--- config.mk ---
export PLATFORM = sky130hd
export DESIGN_NAME = feature_window_gen
export DESIGN_NICKNAME = d
export VERILOG_FILES = /design/src/rtl/feature_window_pkg.sv /design/src/rtl/feature_window_gen_line_buffer.sv /design/src/rtl/feature_window_gen.sv
export SDC_FILE = /design/constraint.sdc
export NUM_CORES = 1
export LEC_CHECK = 0
export BUFFER_PORTS_ARGS = -buffer_cell sky130_fd_sc_hd__buf_2
export CORE_ASPECT_RATIO = 0.7
export CORE_MARGIN = 2
export CORE_UTILIZATION = 41
export CTS_CLUSTER_SIZE = 24
export DETAILED_ROUTE_END_ITERATION = 12
export GPL_TIMING_DRIVEN = 0
export PLACE_DENSITY = 0.7
export SYNTH_ARGS = -nofsm -noshare
export SYNTH_HDL_FRONTEND = slang
export SYNTH_SLANG_ARGS = --single-unit
--- constraint.sdc ---
create_clock -name clk -period 5.8 [get_ports clk]
set_input_delay 0 -clock clk [delete_from_list [all_inputs] [get_ports clk]]
set_output_delay 0 -clock clk [all_outputs]
set_load 0.005 [all_outputs]
--- src/rtl/feature_window_pkg.sv ---
// Shared defaults and derived sizes for the streaming K x K window generator.
package feature_window_pkg;
  localparam int DATA_W = 8;
  localparam int IMG_W  = 8;
  localparam int IMG_H  = 8;
  localparam int K      = 3;

  localparam int OUT_W = IMG_W - K + 1;
  localparam int OUT_H = IMG_H - K + 1;

  // Index width that never collapses to zero bits for single-position axes.
  function automatic int idx_w(input int n);
    return (n > 1) ? $clog2(n) : 1;
  endfunction

  localparam int ROW_W = idx_w(OUT_H);
  localparam int COL_W = idx_w(OUT_W);
endpackage

--- src/rtl/feature_window_gen_line_buffer.sv ---
// One image row of delay: dout is the pixel shifted in DEPTH enables ago.
module line_buffer #(
  parameter int DATA_W = 8,
  parameter int DEPTH  = 8
) (
  input  logic              clk,
  input  logic              en,
  input  logic [DATA_W-1:0] din,
  output logic [DATA_W-1:0] dout
);
  logic [DEPTH-1:0][DATA_W-1:0] mem;

  always_ff @(posedge clk)
    if (en) mem <= {mem[DEPTH-2:0], din};

  assign dout = mem[DEPTH-1];
endmodule

--- src/rtl/feature_window_gen.sv ---
// Streaming K x K window generator (stride 1, no padding) with valid/ready on both sides.
// Optional frame-length checking on in_last: define FEATURE_WINDOW_GEN_FRAME_CHECK_EN.
module feature_window_gen #(
  parameter int DATA_W = feature_window_pkg::DATA_W,
  parameter int IMG_W  = feature_window_pkg::IMG_W,
  parameter int IMG_H  = feature_window_pkg::IMG_H,
  parameter int K      = feature_window_pkg::K
) (
  input  logic                  clk,
  input  logic                  rst,
  input  logic                  in_valid,
  output logic                  in_ready,
  input  logic [DATA_W-1:0]     in_data,
  input  logic                  in_last,
  output logic                  win_valid,
  input  logic                  win_ready,
  output logic [K*K*DATA_W-1:0] win_data,
  output logic [feature_window_pkg::idx_w(IMG_H-K+1)-1:0] win_row,
  output logic [feature_window_pkg::idx_w(IMG_W-K+1)-1:0] win_col,
  output logic                  win_last,
  output logic                  err
);
  import feature_window_pkg::*;

  localparam int RW  = idx_w(IMG_H - K + 1);
  localparam int CW  = idx_w(IMG_W - K + 1);
  localparam int RCW = idx_w(IMG_H);
  localparam int CCW = idx_w(IMG_W);

  localparam logic [RCW-1:0] ROW_LAST  = RCW'(IMG_H - 1);
  localparam logic [CCW-1:0] COL_LAST  = CCW'(IMG_W - 1);
  localparam logic [RCW-1:0] ROW_FIRST = RCW'(K - 1);
  localparam logic [CCW-1:0] COL_FIRST = CCW'(K - 1);

  logic [RCW-1:0] row;
  logic [CCW-1:0] col;
  logic           accept, term, bad, produce;

  logic [K-2:0][DATA_W-1:0]        lb_in, lb_out;
  logic [K-1:0][DATA_W-1:0]        column;
  logic [K-1:0][K-1:0][DATA_W-1:0] win;

  assign in_ready = rst && (!win_valid || win_ready);
  assign accept   = in_valid && in_ready;
  assign term     = (row == ROW_LAST) && (col == COL_LAST);

`ifdef FEATURE_WINDOW_GEN_FRAME_CHECK_EN
  assign bad = (in_last != term);
`else
  logic unused_last;
  assign unused_last = in_last;
  assign bad = 1'b0;
`endif

  assign produce = accept && !bad && (row >= ROW_FIRST) && (col >= COL_FIRST);

  // Buffer i feeds buffer i+1, so buffer K-2 holds the oldest row.
  for (genvar i = 0; i < K - 1; i++) begin : g_lb
    if (i == 0) begin : g_head
      assign lb_in[i] = in_data;
    end else begin : g_chain
      assign lb_in[i] = lb_out[i-1];
    end
    line_buffer #(.DATA_W(DATA_W), .DEPTH(IMG_W)) u_lb (
      .clk  (clk),
      .en   (accept),
      .din  (lb_in[i]),
      .dout (lb_out[i])
    );
  end

  for (genvar r = 0; r < K; r++) begin : g_col
    if (r == K - 1) begin : g_new
      assign column[r] = in_data;
    end else begin : g_old
      assign column[r] = lb_out[K-2-r];
    end
  end

  assign win_data = win;

  always_ff @(posedge clk) begin
    if (!rst) begin
      row       <= '0;
      col       <= '0;
      win       <= '0;
      win_valid <= 1'b0;
      win_row   <= '0;
      win_col   <= '0;
      win_last  <= 1'b0;
    end else begin
      if (accept) begin
        // Newest column enters on the right; c=0 is always the leftmost.
        for (int r = 0; r < K; r++)
          win[r] <= {column[r], win[r][K-1:1]};
        if (bad || term) begin
          row <= '0;
          col <= '0;
        end else if (col == COL_LAST) begin
          col <= '0;
          row <= row + 1'b1;
        end else begin
          col <= col + 1'b1;
        end
      end
      if (produce) begin
        win_valid <= 1'b1;
        win_row   <= RW'(row - ROW_FIRST);
        win_col   <= CW'(col - COL_FIRST);
        win_last  <= term;
      end else if (win_ready) begin
        win_valid <= 1'b0;
      end
    end
  end

`ifdef FEATURE_WINDOW_GEN_FRAME_CHECK_EN
  always_ff @(posedge clk) begin
    if (!rst)              err <= 1'b0;
    else if (accept && bad) err <= 1'b1;
  end
`else
  assign err = 1'b0;
`endif
endmodule

==> run metrics <==
Vias/cell 5.05; Die Ht 114 µm; Reg area 5570 µm²; pre-CTS setup slack 3.41 ns; Worst-Skew Late Latency 0.47 ns; drt drc 0; post-route ant nets 0; Worst Path Max Fanout 78; first-pass iteration count of the detailed router 7; first-pass GRT wire length 21.7 mm; cts bufs inserted 19; register area share after synthesis 0.782; io pins 95; DRT iter0 DRCs 518; WS Path Type reg2reg; met2 usage 0.226; Final Cell Area 8590 µm²; Clock transition at path regs 0.07 ns; met1 usage in global routing 0.206; layout cells sized above 1 0.194; ant diodes 0; Vias 4507; die area 18400 µm²; cts hold-fix bufs 9; Hold WC Path Type in2reg; register bit total from synthesis 214; overall routed net length 13.6 mm; Post-CTS Resized 0; Max transition margin 0.488; Root Buffer clkbuf_16; Slew Viols, Final 0; DP Wirelength 9.09 mm; Final Hold Vio Count 0; CTS tree built; met3 GRT Util 0.0384; PnR worst setup slack 3.43 ns; Initial Util 0.417; Post-layout nets 669; LEAKAGE 3.16 nW; Max-Cap Viols 0; # rows 40; Placed Area 7900 µm²; fillers 1453; syn nets 546; setup bufs post-CTS 0; area grow syn2layout 20.6%; GR Util All Layers 0.146; crit share post-route 0.408; DR WL/cell 15.2 µm; port bufs 92; Total Neg Setup Slack 0 ns; routability cong. 0.841; Worst Path Required 5.93 ns; RSZ-0062 raised after global routing no; fin crit period 2.37 ns; Syn Std Cell Area 7120 µm²; vias in the first global route 4373; GRT Residual Overflow 0; initial antenna violation count 0; critical path arrival 2.50 ns; Tot Pwr 0.00303 W; clock buffer depth 3; area of the core 17100 µm²; grt peak-use layer met2; Post-Syn Instances 526; multi-input logic area 1360 µm²; f_max 0.422 GHz; Worst setup EP type flip-flop; clock skew 0.00486 ns; Cell Pwr Density 353 nW/µm²; CP Launch Type flip-flop; Syn Area/Cell 13.5 µm²; final setup violation count 0; Peak VDD IR 0.000179 V; worst-margin pin slew 0.767 ns; Synth cell types 26; Die X 161 µm; H-tree levels 1; largest net degree at the start of global routing 79; synth warn 0; outcome completed; final core utilization 0.503; clock sink count 214
cells by family (layout without fill, tap and decap cells):
logic type                 Yosys count  count (layout)  synth area share
muxes                                7               7           0.00985
and+or+nand+nor                    167             167             0.104
other                                1               1          0.000527
buffers and inverters               45             180            0.0264
AOI/OAI and AO/OA                   85              85            0.0649
adders and majority gates            7               7            0.0123
DFF                                214             214             0.782
final timing paths:
| kind | slack, ns | end | start | depth (start not counted) |
|---|---|---|---|---|
| worst max register to register | 3.43 | g_lb[0].u_lb.mem[21] | win_valid | 6 |
| worst max-delay path | 3.43 | g_lb[0].u_lb.mem[21] | win_valid | 6 |
| worst min register to register | 0.41 | g_lb[1].u_lb.mem[13] | g_lb[1].u_lb.mem[5] | 0 |
| worst min-delay path | 0.13 | row[1] | rst | 4 |
registers in the layout, indices dropped and copies added, names as in the netlist:
register,flops
row,3
win_valid,1
win_last,1
g_lb.u_lb.dout,16
win_row,3
col,3
win_data,72
g_lb.u_lb.mem,112
win_col,3
critical path: stages (launching register included):
cell	delay, ns
dfxtp_1	0.32
nor2b_1	0.14
buf_6	0.14
nor2_1	0.22
buf_2	0.32
buf_6	0.47
buf_16	0.39
per-layer routing:
metal	routed length, µm	vias to the layer above
met5	0	-
met4	294	0
met3	1090	26
met2	6030	195
met1	6150	2166
li1	-	2120
synthesized netlist by cell type:
cell type | number | share of area
a2111oi_4 | 1 | 0.0039
buf_1 | 3 | 0.0016
o21ai_1 | 23 | 0.016
edfxtp_1 | 128 | 0.54
ha_1 | 7 | 0.012
o21ai_0 | 50 | 0.035
nand3_1 | 73 | 0.051
o31ai_1 | 3 | 0.0032
mux2i_1 | 7 | 0.0098
nor2b_1 | 2 | 0.0018
clkbuf_1 | 26 | 0.014
nand4_1 | 4 | 0.0035
and2_1 | 1 | 0.00088
nand2b_1 | 2 | 0.0018
buf_2 | 6 | 0.0042
dfxtp_1 | 86 | 0.24
buf_4 | 1 | 0.0011
o21a_1 | 1 | 0.0011
o22ai_1 | 1 | 0.00088
nor2_1 | 3 | 0.0016
inv_1 | 8 | 0.0042
buf_6 | 1 | 0.0016
conb_1 | 1 | 0.00053
a21oi_1 | 5 | 0.0035
nand2_1 | 82 | 0.043
a211oi_1 | 1 | 0.0011
cell usage in the layout (no fill, tap or decap), types with 2 or more instances in the layout:
master	synthesis	routed
inv_1	8	8
o21ai_1	23	23
buf_6	1	2
a21oi_1	5	5
buf_2	6	97
clkinv_2	0	4
ha_1	7	7
clkbuf_1	26	33
edfxtp_1	128	128
dlygate4sd3_1	0	9
nand2_1	82	82
nor2_1	3	3
mux2i_1	7	7
clkbuf_16	0	19
nand3_1	73	73
o21ai_0	50	50
nor2b_1	2	2
buf_1	3	3
nand4_1	4	4
dfxtp_1	86	86
bufinv_16	0	2
o31ai_1	3	3
nand2b_1	2	2
power by group:
| part | switching [W] | leakage, nW | internal, W |
|---|---|---|---|
| clock network | 0.000502 | 0.294 | 0.000709 |
| registers | 0.0000306 | 1.90 | 0.00167 |
| logic | 0.0000775 | 0.960 | 0.0000431 |
per-stage QoR:
| step | hold WS, ns | instances |
|---|---|---|
| floorplan | 0.0989 | 526 |
| global placement | 0.198 | 849 |
| detailed placement | 0.192 | 850 |
| CTS | 0.116 | 892 |
| global route | 0.169 | 892 |
| finish | 0.127 | 892 |
area by class of cell:
class                   count  share of cell area
clock buffers              27              0.0600
repair buffers            102              0.0673
flip-flops and latches    214               0.648
multi-input cells         267               0.159
clock inverters             6             0.00933
well taps                 231              0.0337
inverters                   8             0.00350
plain buffers              37              0.0191
Power figures use the tool's default switching activity.
